[src/rtl/branch_pkg.sv]
// rtl/branch_pkg.sv - condition and next-PC source encodings shared with decode
package branch_pkg;

  typedef enum logic [1:0] {
    COND_ALWAYS = 2'd0,
    COND_EQZ    = 2'd1,
    COND_NEZ    = 2'd2,
    COND_NEG    = 2'd3
  } cond_e;

  typedef enum logic [2:0] {
    SRC_FALL = 3'd0,
    SRC_ABS  = 3'd1,
    SRC_REL  = 3'd2,
    SRC_CALL = 3'd3,
    SRC_RET  = 3'd4
  } src_e;

endpackage

[src/rtl/ras_stack.sv]
// rtl/ras_stack.sv - return-address LIFO; push when full and pop when empty are ignored
module ras_stack #(
  parameter int DEPTH = 4,
  parameter int W     = 12
) (
  input  logic         clk,
  input  logic         reset_n,
  input  logic         push,
  input  logic         pop,
  input  logic [W-1:0] din,
  output logic [W-1:0] dout,
  output logic         full,
  output logic         empty
);

  localparam int PW = $clog2(DEPTH + 1);
  localparam int AW = (DEPTH > 1) ? $clog2(DEPTH) : 1;

  logic [W-1:0]  mem [DEPTH];
  logic [PW-1:0] ptr;
  logic [PW-1:0] top_idx;

  assign full    = (ptr == PW'(DEPTH));
  assign empty   = (ptr == '0);
  assign top_idx = ptr - 1'b1;
  assign dout    = mem[top_idx[AW-1:0]];

  always_ff @(posedge clk) begin
    if (!reset_n) begin
      ptr <= '0;
    end else if (push && !full) begin
      ptr <= ptr + 1'b1;
    end else if (pop && !empty) begin
      ptr <= ptr - 1'b1;
    end
  end

  // Entry contents carry no reset; only the pointer defines validity.
  always_ff @(posedge clk) begin
    if (push && !full) begin
      mem[ptr[AW-1:0]] <= din;
    end
  end

endmodule

[src/rtl/pc_branch_unit.sv]
// rtl/pc_branch_unit.sv - registered PC with conditional abs/rel jumps and call/return
// Optional return-address stack enabled by BRANCH_RAS_EN.
module pc_branch_unit
  import branch_pkg::*;
#(
  parameter int D         = 12,
  parameter int W         = 8,
  parameter int ABS_SHIFT = 2,
  parameter int RAS_DEPTH = 4
) (
  input  logic         clk,
  input  logic         reset_n,
  input  logic         stall,
  input  logic [1:0]   cond,
  input  logic         absjump_enable,
  input  logic         reljump_enable,
  input  logic         call_enable,
  input  logic         ret_enable,
  input  logic [W-1:0] val,
  input  logic [W-1:0] acc,
  output logic [D-1:0] pc_out,
  output logic         taken,
  output logic         ras_err
);

  logic [D-1:0]   fall_tgt;
  logic [D-1:0]   abs_tgt;
  logic [D-1:0]   rel_tgt;
  logic [D+W-1:0] abs_wide;
  logic           cond_ok;
  logic [D-1:0]   next_pc;
  src_e           src;
  logic           push;
  logic           pop;
  logic           err_set;
  logic           ret_req;
  logic           ras_full;
  logic           ras_empty;
  logic [D-1:0]   ras_top;

  assign fall_tgt = pc_out + 1'b1;
  assign abs_wide = {{D{1'b0}}, val} << ABS_SHIFT;
  assign abs_tgt  = abs_wide[D-1:0];
  assign rel_tgt  = pc_out + D'($signed(val));

  always_comb begin
    cond_ok = 1'b1;
    case (cond_e'(cond))
      COND_ALWAYS: cond_ok = 1'b1;
      COND_EQZ:    cond_ok = (acc == '0);
      COND_NEZ:    cond_ok = (acc != '0);
      COND_NEG:    cond_ok = acc[W-1];
      default:     cond_ok = 1'b1;
    endcase
  end

  // Priority ret > call > abs > rel; a ret on an empty stack falls through.
  always_comb begin
    src     = SRC_FALL;
    next_pc = fall_tgt;
    push    = 1'b0;
    pop     = 1'b0;
    err_set = 1'b0;
    if (ret_req) begin
      if (ras_empty) begin
        err_set = 1'b1;
      end else begin
        src     = SRC_RET;
        next_pc = ras_top;
        pop     = 1'b1;
      end
    end else if (call_enable) begin
      src     = SRC_CALL;
      next_pc = abs_tgt;
      push    = 1'b1;
      err_set = ras_full;
    end else if (absjump_enable && cond_ok) begin
      src     = SRC_ABS;
      next_pc = abs_tgt;
    end else if (reljump_enable && cond_ok) begin
      src     = SRC_REL;
      next_pc = rel_tgt;
    end
  end

  always_ff @(posedge clk) begin
    if (!reset_n) begin
      pc_out <= '0;
      taken  <= 1'b0;
    end else if (!stall) begin
      pc_out <= next_pc;
      taken  <= (src != SRC_FALL);
    end
  end

`ifdef BRANCH_RAS_EN
  assign ret_req = ret_enable;

  ras_stack #(
    .DEPTH (RAS_DEPTH),
    .W     (D)
  ) u_ras (
    .clk     (clk),
    .reset_n (reset_n),
    .push    (push && !stall),
    .pop     (pop && !stall),
    .din     (fall_tgt),
    .dout    (ras_top),
    .full    (ras_full),
    .empty   (ras_empty)
  );

  always_ff @(posedge clk) begin
    if (!reset_n) begin
      ras_err <= 1'b0;
    end else if (!stall && err_set) begin
      ras_err <= 1'b1;
    end
  end
`else
  logic unused_ras;

  assign ret_req    = 1'b0;
  assign ras_full   = 1'b0;
  assign ras_empty  = 1'b1;
  assign ras_top    = '0;
  assign ras_err    = 1'b0;
  assign unused_ras = ^{push, pop, err_set, ret_enable, (RAS_DEPTH != 0)};
`endif

endmodule

[config.mk]
export PLATFORM = sky130hd
export DESIGN_NAME = pc_branch_unit
export DESIGN_NICKNAME = d
export VERILOG_FILES = /design/src/rtl/branch_pkg.sv /design/src/rtl/ras_stack.sv /design/src/rtl/pc_branch_unit.sv
export SDC_FILE = /design/constraint.sdc
export NUM_CORES = 1
export LEC_CHECK = 0
export ABC_AREA = 1
export ABC_CLOCK_PERIOD_IN_PS = 5050
export BUFFER_PORTS_ARGS = -buffer_cell sky130_fd_sc_hd__buf_2
export CAP_MARGIN = 20
export CELL_PAD_IN_SITES_DETAIL_PLACEMENT = 0
export CELL_PAD_IN_SITES_GLOBAL_PLACEMENT = 1
export CORE_MARGIN = 2
export CORE_UTILIZATION = 37
export DETAILED_ROUTE_END_ITERATION = 12
export GPL_ROUTABILITY_DRIVEN = 0
export PLACE_DENSITY_LB_ADDON = 0.1
export SKIP_LAST_GASP = 1
export SLEW_MARGIN = 40
export SYNTH_ARGS = -nofsm -noshare
export SYNTH_HDL_FRONTEND = slang
export SYNTH_SLANG_ARGS = --single-unit
export TNS_END_PERCENT = 20
[constraint.sdc]
create_clock -name clk -period 5.05 [get_ports clk]
set_clock_uncertainty 0.2 [all_clocks]
set_input_delay 0.7575 -clock clk [delete_from_list [all_inputs] [get_ports clk]]
set_output_delay 0.7575 -clock clk [all_outputs]
set_load 0.005 [all_outputs]
==> flow_summary.ini <==
[outcome]
status = complete, no violations

[sta]
tns_ns = 0
setup_viol = 0
period_needed_ns = 3.32
fmax_mhz = 301
whs_ns = 0.292
slew_viol_final = 0
rsz0062_at_grt = no
fin_crit_sh = 0.657
hold_viol = 0

[clock_network]
cts_made_buffers = 3
cts_tree = yes
cts_num_sinks = 13
htree_levels = 1
cts_resized = 0
post_cts_buffers = 0
root_buffer = clkbuf_4
cts.clk_slew.worst_paths_ns = 0.09
hold_buffers = 0
clock_path_buffers = 2
clk_latency_ns = 0.28

[drt]
num_vias = 1262
drtIter0Drc = 43
via_per_inst = 4.91
antenna_left = 0
route.detailed.drc = 0
dr.pass1.iters = 4
routedWlPerCell_um = 11.3
routed_wl_um = 2890

[grt]
grt_usage = 0.186
grt_util_met3 = 0.0325
use_met2 = 0.311
grt_pass1_wl_um = 5050
grt_max_degree = 17
grt_overflow_total = 0
grt_antenna_before_repair = 0
use_met1 = 0.242
grt_pass1_vias = 1149
grt-busiest-layer = met2

[yosys]
syn_nets = 214
syn_area_per_cell_um2 = 6.57
yosysWarnings = 0
synth-edff-count = 0
synthCells = 177
synth-seq-area-share = 0.224
syn_area_mm2 = 0.00116
ys_types = 28
ys_seq_elements = 13
synthArstFlopShare = 0
synth_ff_type = dfxtp_1

[placement]
portBuffers = 36
place_hpwl_um = 2310

[cells_and_area]
num-nets-final = 251
area_growth_syn_to_layout_pct = 20.1
diodes = 0
drive_gt1_frac = 0.216

[pwr]
ir_worst_vdd_mv = 0.106
power_density_mw_per_mm2 = 192
p_leak_nw = 0.751

[die]
die_h_um = 60.1
core_mm2 = 0.00303
die_w_um = 60.1
dieArea_mm2 = 0.00361
ios = 39
initial_core_util = 0.384
rows = 20

[critical_path]
end_kind = flip-flop
cp.arrival_ns = 3.28
cp.required_ns = 5.02
criticalPathCategory = input port to flip-flop
crit_fanout = 8
cp-start-kind = input port

[min_path]
min_path_type = flip-flop to flip-flop

[job]
max_cap_violations = 0
## stage by stage
stage	instance area, µm²	utilization	power, mW	std cells	setup slack [ns]
6_report	1400	0.462	0.269	257	1.73
5_1_grt	1400	0.462	0.289	257	1.40
4_1_cts	1400	0.462	0.271	257	1.68
3_5_place_dp	1370	0.453	0.201	253	1.38
3_3_place_gp	1370	0.453	0.200	253	1.42
2_1_floorplan	1160	-	0.174	177	1.87
## worst paths after layout
check | from | cells past startpoint | slack, ns | to
worst max register to register | pc_out[0]$_SDFFE_PN0N_ | 9 | 2.97 | pc_out[8]$_SDFFE_PN0N_
worst min-delay path | pc_out[0]$_SDFFE_PN0N_ | 2 | 0.29 | pc_out[0]$_SDFFE_PN0N_
worst max-delay path | acc[7] | 17 | 1.73 | pc_out[8]$_SDFFE_PN0N_
worst min register to register | pc_out[0]$_SDFFE_PN0N_ | 2 | 0.29 | pc_out[0]$_SDFFE_PN0N_
## power by group
group	leakage (nW)	switching, mW	internal [mW]
logic	0.629	0.0487	0.0352
registers	0.107	0.00501	0.109
clock network	0.0150	0.0400	0.0307
total	0.751	0.0937	0.175
## layout make-up
class | count | area [µm²]
Clock buffer | 4 | 26.3
Sequential cell | 13 | 260
Tap cell | 44 | 55.1
Fill cell | 343 | 1630
Timing Repair Buffer | 36 | 180
Inverter | 18 | 67.6
Multi-Input combinational cell | 142 | 808
## registers in the layout, indices dropped and copies added, names as in the netlist
| register | count |
|---|---|
| pc_out | 12 |
| taken | 1 |
## cells in the final DEF, fill, tap and decap left out, types with 2 or more instances in the layout
master,count
nand2_1,38
buf_2,36
a21oi_1,25
nor2_1,20
inv_1,18
o21ai_0,16
dfxtp_1,13
ha_1,11
nand3_1,10
xor2_1,4
clkbuf_4,3
or2_2,2
nand4_1,2
xnor2_1,2
## per-layer routing
layer	vias to the layer above	part of all wire
met2	29	0.45
met4	0	0.012
li1	661	-
met1	568	0.49
met5	-	0
met3	4	0.050
## critical path, stage by stage
cell and delay [ns]:
buf_2 0.11, nor2_1 0.09, nand2_1 0.08, nor2_1 0.11
nand2_1 0.07, nand3_2 0.10, nand2_1 0.20, or2_2 0.34
ha_1 0.21, fa_1 0.45, nand3_1 0.10, nand2_1 0.08
nand2_1 0.08, o211ai_1 0.10, xor2_1 0.15, o21ai_0 0.16
a21oi_1 0.08
## synthesized netlist by cell type, types with 2 or more instances
library cell	n	share of area
xor2_1	4	0.030
nor2_1	20	0.065
xnor2_1	2	0.015
ha_1	11	0.12
nand2_1	38	0.12
a21oi_1	25	0.11
dfxtp_1	13	0.22
inv_1	18	0.058
or2_2	2	0.011
nand4_1	2	0.011
o21ai_0	16	0.069
nand3_1	10	0.043
## cell families after synthesis
logic type / count (synthesis) / synth area share
buffers and inverters: 22 / 0.0817
AOI/OAI and AO/OA: 47 / 0.218
xor gates and xnor gates: 6 / 0.0452
DFF: 13 / 0.224
and+or+nand+nor: 76 / 0.292
adders and majority gates: 12 / 0.135
other: 1 / 0.00322
(Power assumes the default switching activity.)
